## src/rtl/kernel_fetch.sv

```systemverilog
// rtl/kernel_fetch.sv - fetches one 3x3 kernel (nine words) from a registered filter ROM
// Address is registered and the ROM is registered, so word k lands in its slot two edges after issue.
module kernel_fetch #(
  parameter int DW          = 8,
  parameter int AW          = 9,
  parameter int NUM_KERNELS = 24
) (
  input  logic            clk,
  input  logic            reset,
  input  logic            start,
  input  logic [4:0]      kernel_idx,
  output logic [AW-1:0]   rom_addr,
  input  logic [DW-1:0]   rom_data,
  output logic            busy,
  output logic [9*DW-1:0] weights,
  output logic            w_valid,
  input  logic            w_ready,
  output logic            err
);

  typedef enum logic [1:0] {IDLE, ISSUE, DRAIN, HOLD} state_t;

  state_t        state;
  logic [3:0]    cnt;
  logic [AW-1:0] idx_ext;
  logic [AW-1:0] base_calc;
  logic [3:0]    slot;

  always_comb begin
    idx_ext   = AW'(kernel_idx);
    base_calc = (idx_ext << 3) + idx_ext;
    slot      = cnt - 4'd1;
  end

  // cnt holds the number of edges taken since the fetch was accepted.
  always_ff @(posedge clk) begin
    if (reset) begin
      state    <= IDLE;
      rom_addr <= '0;
      cnt      <= '0;
      weights  <= '0;
      w_valid  <= 1'b0;
      err      <= 1'b0;
      busy     <= 1'b0;
    end else begin
      err <= 1'b0;
      case (state)
        IDLE: begin
          if (start) begin
            if (32'(kernel_idx) < NUM_KERNELS) begin
              rom_addr <= base_calc;
              cnt      <= '0;
              busy     <= 1'b1;
              state    <= ISSUE;
            end else begin
              err <= 1'b1;
            end
          end
        end
        ISSUE: begin
          if (cnt < 4'd8) rom_addr <= rom_addr + 1'b1;
          if (cnt >= 4'd1) weights[32'(slot)*DW +: DW] <= rom_data;
          cnt <= cnt + 4'd1;
          if (cnt == 4'd8) state <= DRAIN;
        end
        DRAIN: begin
          weights[8*DW +: DW] <= rom_data;
          w_valid             <= 1'b1;
          state               <= HOLD;
        end
        HOLD: begin
          if (w_ready) begin
            w_valid <= 1'b0;
            busy    <= 1'b0;
            state   <= IDLE;
          end
        end
        default: state <= IDLE;
      endcase
    end
  end

endmodule

```

## config.mk

```make
export PLATFORM = sky130hd
export DESIGN_NAME = kernel_fetch
export DESIGN_NICKNAME = d
export VERILOG_FILES = /design/src/rtl/kernel_fetch.sv
export SDC_FILE = /design/constraint.sdc
export NUM_CORES = 1
export LEC_CHECK = 0
export BUFFER_PORTS_ARGS = -buffer_cell sky130_fd_sc_hd__buf_2
export CAP_MARGIN = 20
export CELL_PAD_IN_SITES_DETAIL_PLACEMENT = 2
export CELL_PAD_IN_SITES_GLOBAL_PLACEMENT = 2
export CORE_AREA = 3 3 148 107
export DETAILED_ROUTE_END_ITERATION = 12
export DIE_AREA = 0 0 151 110
export PLACE_DENSITY = 0.75
export SYNTH_ARGS = -nofsm -noshare
export SYNTH_HDL_FRONTEND = slang
export SYNTH_SLANG_ARGS = --single-unit
```

## constraint.sdc

```tcl
create_clock -name clk -period 7.9 [get_ports clk]
set_input_delay 0 -clock clk [delete_from_list [all_inputs] [get_ports clk]]
set_output_delay 0 -clock clk [all_outputs]
set_load 0.02 [all_outputs]
```

Word level (Yosys, flattened, before mapping) --
Cells that the tools add are included.
Operators by class: $add $sub $neg 5, multipliers 0, divide/modulo/power cells 0, magnitude comparators 3, equality and inequality tests 10, shifts and indexed selects 2, mux-type cells 21, bitwise operators 2, reductions and logical operators 13
Operators by type and width (count):
- $bwmux W72 | 1
- $mux W72 | 1
- $shift A8 B34 Y72 const A | 1
- $shiftx A8 B34 Y72 | 1
- $neg A7 Y34 | 1
- $mux W9 | 3
- $pmux W9 S2 | 1
- $pmux W8 S2 | 1
- $ne A2 B2 Y1 const B | 6
- $reduce_and A4 Y1 | 3
- $add A8 B5 Y9 | 1
- $add A9 B1 Y9 const B | 1
- $mux W2 | 4
- $mux W4 | 2
- $pmux W2 S4 | 1
- $pmux W4 S2 | 1
- $reduce_bool A2 Y1 | 4
- $reduce_and A2 Y1 | 3
- $lt A5 B5 Y1 const B | 1
- $add A4 B1 Y4 const B | 1
- $eq A2 B2 Y1 const B | 2
- $eq A4 B4 Y1 const B | 1
- $ge A4 B1 Y1 const B | 1
- $lt A4 B4 Y1 const B | 1
- other kinds (8) | 13
Storage, ports and cells: register bits after elaboration 90, latch bits 0, memory bits (writable) 0, bits in read-only memories 0, bits of input ports 17, output and inout bits 84, logic and storage cells 64, memories 0

Depth between registers and ports, before layout --
word-level depth 6, gate-level depth with buffers 12, depth with buffers taken out 10

Worst setup path before layout --
Ideal clock, no wire load.
path type register to register, from register cnt[0], to register weights[64], library setup time 0.072 ns, arrival 2.700 ns, required time 7.828 ns, slack 5.128 ns, stages on the path, launching flop included 12, path buffers 1, period minus slack after synthesis 2.772 ns, cell sequence dfxtp_1 buf_6 inv_1 ha_1 xnor2_1 and3_1 ha_1 nand2_1 or4_4 a21oi_2 a2bb2oi_4 mux2i_1
On the way: word-level cells in the longest chain between the ends 6, elaborated cells between the ends (all ways) 10, those cells by class 2 x add/sub; 1 x order compare; 1 x eq/ne; 2 x shift; 3 x mux; 1 x reduce/logical
Ends and longest elaborated chain:
- from (decl) | line 24 | logic [3:0] cnt;
- from (signal assigned) | line 63 | cnt <= cnt + 4'd1;
- $sub A4 B1 Y4 | line 32 | slot = cnt - 4'd1;
- $neg A7 Y34 | line 62 | if (cnt >= 4'd1) weights[32'(slot)*DW +: DW] <= rom_data;
- $shiftx A8 B34 Y72 / $shift A8 B34 Y72 (equally long branches) | line 62
- $bwmux W72 | line 62
- $mux W72 | line 62
- $pmux W8 S2 | line 47 | case (state)
- to (signal, indexed assignment) | line 62
- to (signal, indexed assignment) | line 67 | weights[8*DW +: DW] <= rom_data;
- to (decl) | line 15 | output logic [9*DW-1:0] weights,
Several ways; a longest one is shown, not always the timed one. The select of a mux whose other input is x is not followed. A chain may end at the register's enable or synchronous reset.

Worst setup path in the final report --
from register cnt[0], to register weights[50]
On the way: word-level cells in the longest chain between the ends 4, elaborated cells between the ends (all ways) 7, those cells by class 2 x add/sub; 1 x order compare; 2 x shift; 1 x mux; 1 x reduce/logical
Ends and longest elaborated chain (line):
- $sub A4 B1 Y4 | 32
- $neg A7 Y34 | 62
- $shiftx A8 B34 Y72 / $shift A8 B34 Y72 (equally long branches) | 62
- $bwmux W72 | 62
Several ways; a longest one is shown, not always the timed one.

==> summary.txt <==
Clock network
  • H-tree depth: 3
  • Post-CTS Setup Bufs: 0
  • Clk_lat worst skew: 0.35 ns
  • CTS tree: built
  • CTS Sinks: 90
  • Clock tree buffer depth: 2
  • Root Buffer: clkbuf_16
  • Clk pin slew, worst setup/hold paths: 0.07 ns
  • CTS buffer count: 9

Global routing
  • Vias in the first global route: roughly 3900
  • Initial antenna violation count: 0
  • Total gr overflow: 0
  • Largest net degree at the start of global routing: just over 100
  • First-pass GRT wire length: 21900 microns
  • Total routing usage reported by global routing: 0.170

Setup path
  • R2R Path End: weights[50]$_SDFFE_PP0P_
  • Crit path max-delay family: simple AND/OR/NAND/NOR gates
  • Stages on the worst setup path: 10
  • CP startpoint: cnt[0]$_SDFFE_PP0P_
  • CP Cell Sequence: inv_1 -> ha_1 -> xnor2_1 -> and3_1 -> ha_1 -> nand2_1 -> or2_1 -> a311oi_2 -> and2_1 -> mux2i_1
  • Worst Setup EP: weights[50]$_SDFFE_PP0P_
  • Most frequent CP cell: ha_1
  • Reg2reg setup slack: 4.21 ns
  • Crit Path Max Fanout: 13
  • Data arrival, critical path: just under 4 ns
  • R2R cell count: 10
  • Setup crit end kind: flip-flop
  • Slowest stage cell, crit path: dfxtp_1
  • Crit path largest cell delay: between 0.6 and 0.7 ns
  • WP buf/inv: 1
  • RR Startpoint: cnt[0]$_SDFFE_PP0P_
  • CP Launch Type: flip-flop
  • WS Path Type: flip-flop to flip-flop
  • Data required time at the worst endpoint: 8.17 ns

Layout
  • Final non-filler cell total: 751
  • Commonest non-fill, non-tap cell in the layout: buf_2
  • Util after Layout: 0.366
  • Final instance area: 5320 sq um
  • Share of cells above drive strength 1: 0.234
  • Number of fill cells in the layout: about 1600
  • Synthesis-to-finish area growth: 23.0%
  • Commonest cells after routing, fill and taps aside: buf_2, dfxtp_1, mux2i_1
  • Number of diodes: 0
  • Nets@finish: 587

Logic synthesis
  • Adder-cell share of the synthesized area: 0.0567
  • Mapped Nets: between 400 and 500
  • Synth Area in Compound Gates: 0.0837
  • Cell count after synthesis: 458
  • Synth Cell Area: 4320 sq um
  • Post-synthesis cell type count: 50
  • Largest family of logic cells by synthesized area: simple AND/OR/NAND/NOR gates
  • FFs w/ async S/R, synth: 0
  • Top-area cell type share of the netlist area: 0.417
  • Post-synthesis register bit count: 90
  • Xor/xnor cell area share of the yosys netlist: 0.0139
  • Top FF cell, synth: dfxtp_1
  • Post-synthesis simple-gate area fraction: 0.231
  • Top post-synthesis cells by area: dfxtp_1, mux2i_1, nand2b_1
  • Register area share after synthesis: 0.417
  • Number of flops mapped to enable cells by yosys: 0
  • Synth Area per Inst: 9.44 sq um
  • Post-synthesis mux area share: 0.158
  • Syn. warnings: 0
  • Top cell type by total area after synthesis: dfxtp_1

Route
  • Starting DRT DRC Count: 153
  • Vias: approximately 3600
  • Drt wl/cell: 18.3 microns
  • Final wirelength: 13700 microns
  • Remaining antenna violation count: 0
  • Via density per instance: between 4 and 5
  • Pre-antenna DRT Iters: 4
  • Detailed-route DRC error count: 0

Floorplanning
  • Die area: 16600 sq um
  • Initial core utilization: 0.297
  • Die width: 151 microns
  • Core area: 14500 sq um
  • Vert. Die Dim: 110 microns
  • IO Count: 101
  • FP Rows: 37

STA
  • Minimum clock period: 3.69 ns
  • Fin worst setup slack: 4.21 ns
  • Slew headroom: 0.364
  • Fmax: ~270 MHz
  • Final slew viol count: 0
  • RSZ-0062 raised after global routing: no
  • Setup-failing EPs final: 0
  • Fin crit share: 0.467
  • Final setup TNS: 0 ns
  • Final hold vios: 0
  • Clock Skew: 0.00886 ns
  • Least-Margin Pin Slew: 0.946 ns

Place
  • Post-Place Cells: 728
  • Area post-placement: roughly 4900 sq um
  • GP Congestion: 0.845
  • Post-DP HPWL: 9880 microns
  • Setup slack at placement: ~4.3 ns
  • Number of port buffers: 100

Outcome
  • Outcome: complete, no violations

Job
  • Max-Cap Viols: 0

Power and ir drop
  • Pwr Density: 254 nW/um^2
  • P_leak: 0.00225 uW
  • VDD IR max: 0.110 mV

Min path
  • Hold Path Origin: rom_data[5]
  • Hold WC Path Type: input port to flip-flop
-- flip-flops by register name (all words and copies together), names as in the netlist --
name / count
rom_addr: 9
w_valid: 1
cnt: 4
err: 1
state: 2
weights: 72
busy: 1
-- worst register-to-register path, stage by stage (launching register included) --
cell,delay [ns]
dfxtp_1,0.61
inv_1,0.24
ha_1,0.30
xnor2_1,0.46
and3_1,0.28
ha_1,0.18
nand2_1,0.11
or2_1,0.31
a311oi_2,0.34
and2_1,0.52
mux2i_1,0.27
-- worst min-delay path by stage --
stage | endpoint | slack, ns | depth (start not counted)
2_1_floorplan | err$_SDFF_PP0_ | 0.13 | 2
3_3_place_gp | err$_SDFF_PP0_ | 0.27 | 3
4_1_cts | weights[5]$_SDFFE_PP0P_ | 0.002 | 3
3_5_place_dp | err$_SDFF_PP0_ | 0.28 | 3
6_report | weights[5]$_SDFFE_PP0P_ | 0.0005 | 3
5_1_grt | weights[5]$_SDFFE_PP0P_ | 0.01 | 3
-- cell usage after synthesis, types with 3 or more instances --
cell type / instances
nor2_1: 26
dfxtp_1: 90
ha_1: 18
nor3_1: 7
nand2_1: 51
clkbuf_1: 15
buf_4: 4
nand3_1: 7
o21ai_0: 7
mux2i_1: 67
nand3b_1: 9
o22ai_1: 3
and4_1: 4
o21ai_1: 8
and2_1: 4
a22oi_1: 3
xnor2_1: 3
buf_2: 7
inv_1: 11
a21oi_1: 13
a211oi_1: 5
nand2b_1: 65
-- metrics by stage --
step,total power (uW),hold WS (ns)
after floorplan,797,0.127
after global placement,888,0.269
after detailed placement,911,0.280
after global routing,1440,0.0138
after CTS,1360,0.00238
final,1350,0.000522
-- kinds of logic (layout without fill, tap and decap cells) --
family,after synthesis,after routing
buffers and inverters,38,136
adder cells (fa/ha/maj),19,19
XOR/XNOR,6,6
AO/OA/AOI/OAI,52,52
AND/OR/NAND/NOR,185,185
multiplexers,68,68
flip-flops,90,90
-- what timing repair did --
action                                 in CTS  in global routing
hold buffers                                4                  0
gates resized for setup                     0                  0
endpoints found under the hold margin       3                  0
-- area by class of cell --
class                      instances  area (sq um)  share of cell area
tap                              195           244              0.0459
sequential                        90          1800               0.339
clock buffer                      11           243              0.0456
multi-input combinational        330          2350               0.441
inverter                          11          41.3             0.00776
timing repair buffer             109           579               0.109
clock inverter                     5          62.6              0.0118
-- routing by layer --
layer / global-route usage / up-vias / part of all wire
met5: 0 / - / 0
met4: 0.0349 / 0 / 0.0090
met3: 0.0441 / 10 / 0.049
met2: 0.287 / 62 / 0.48
met1: 0.221 / 1762 / 0.46
li1: - / 1745 / -
-- power by group --
group	internal (uW)	switching [uW]	leakage, uW
combinational	141	240	0.00138
sequential	487	39.1	0.000727
clock	256	187	0.000142
(Power assumes the default switching activity.)
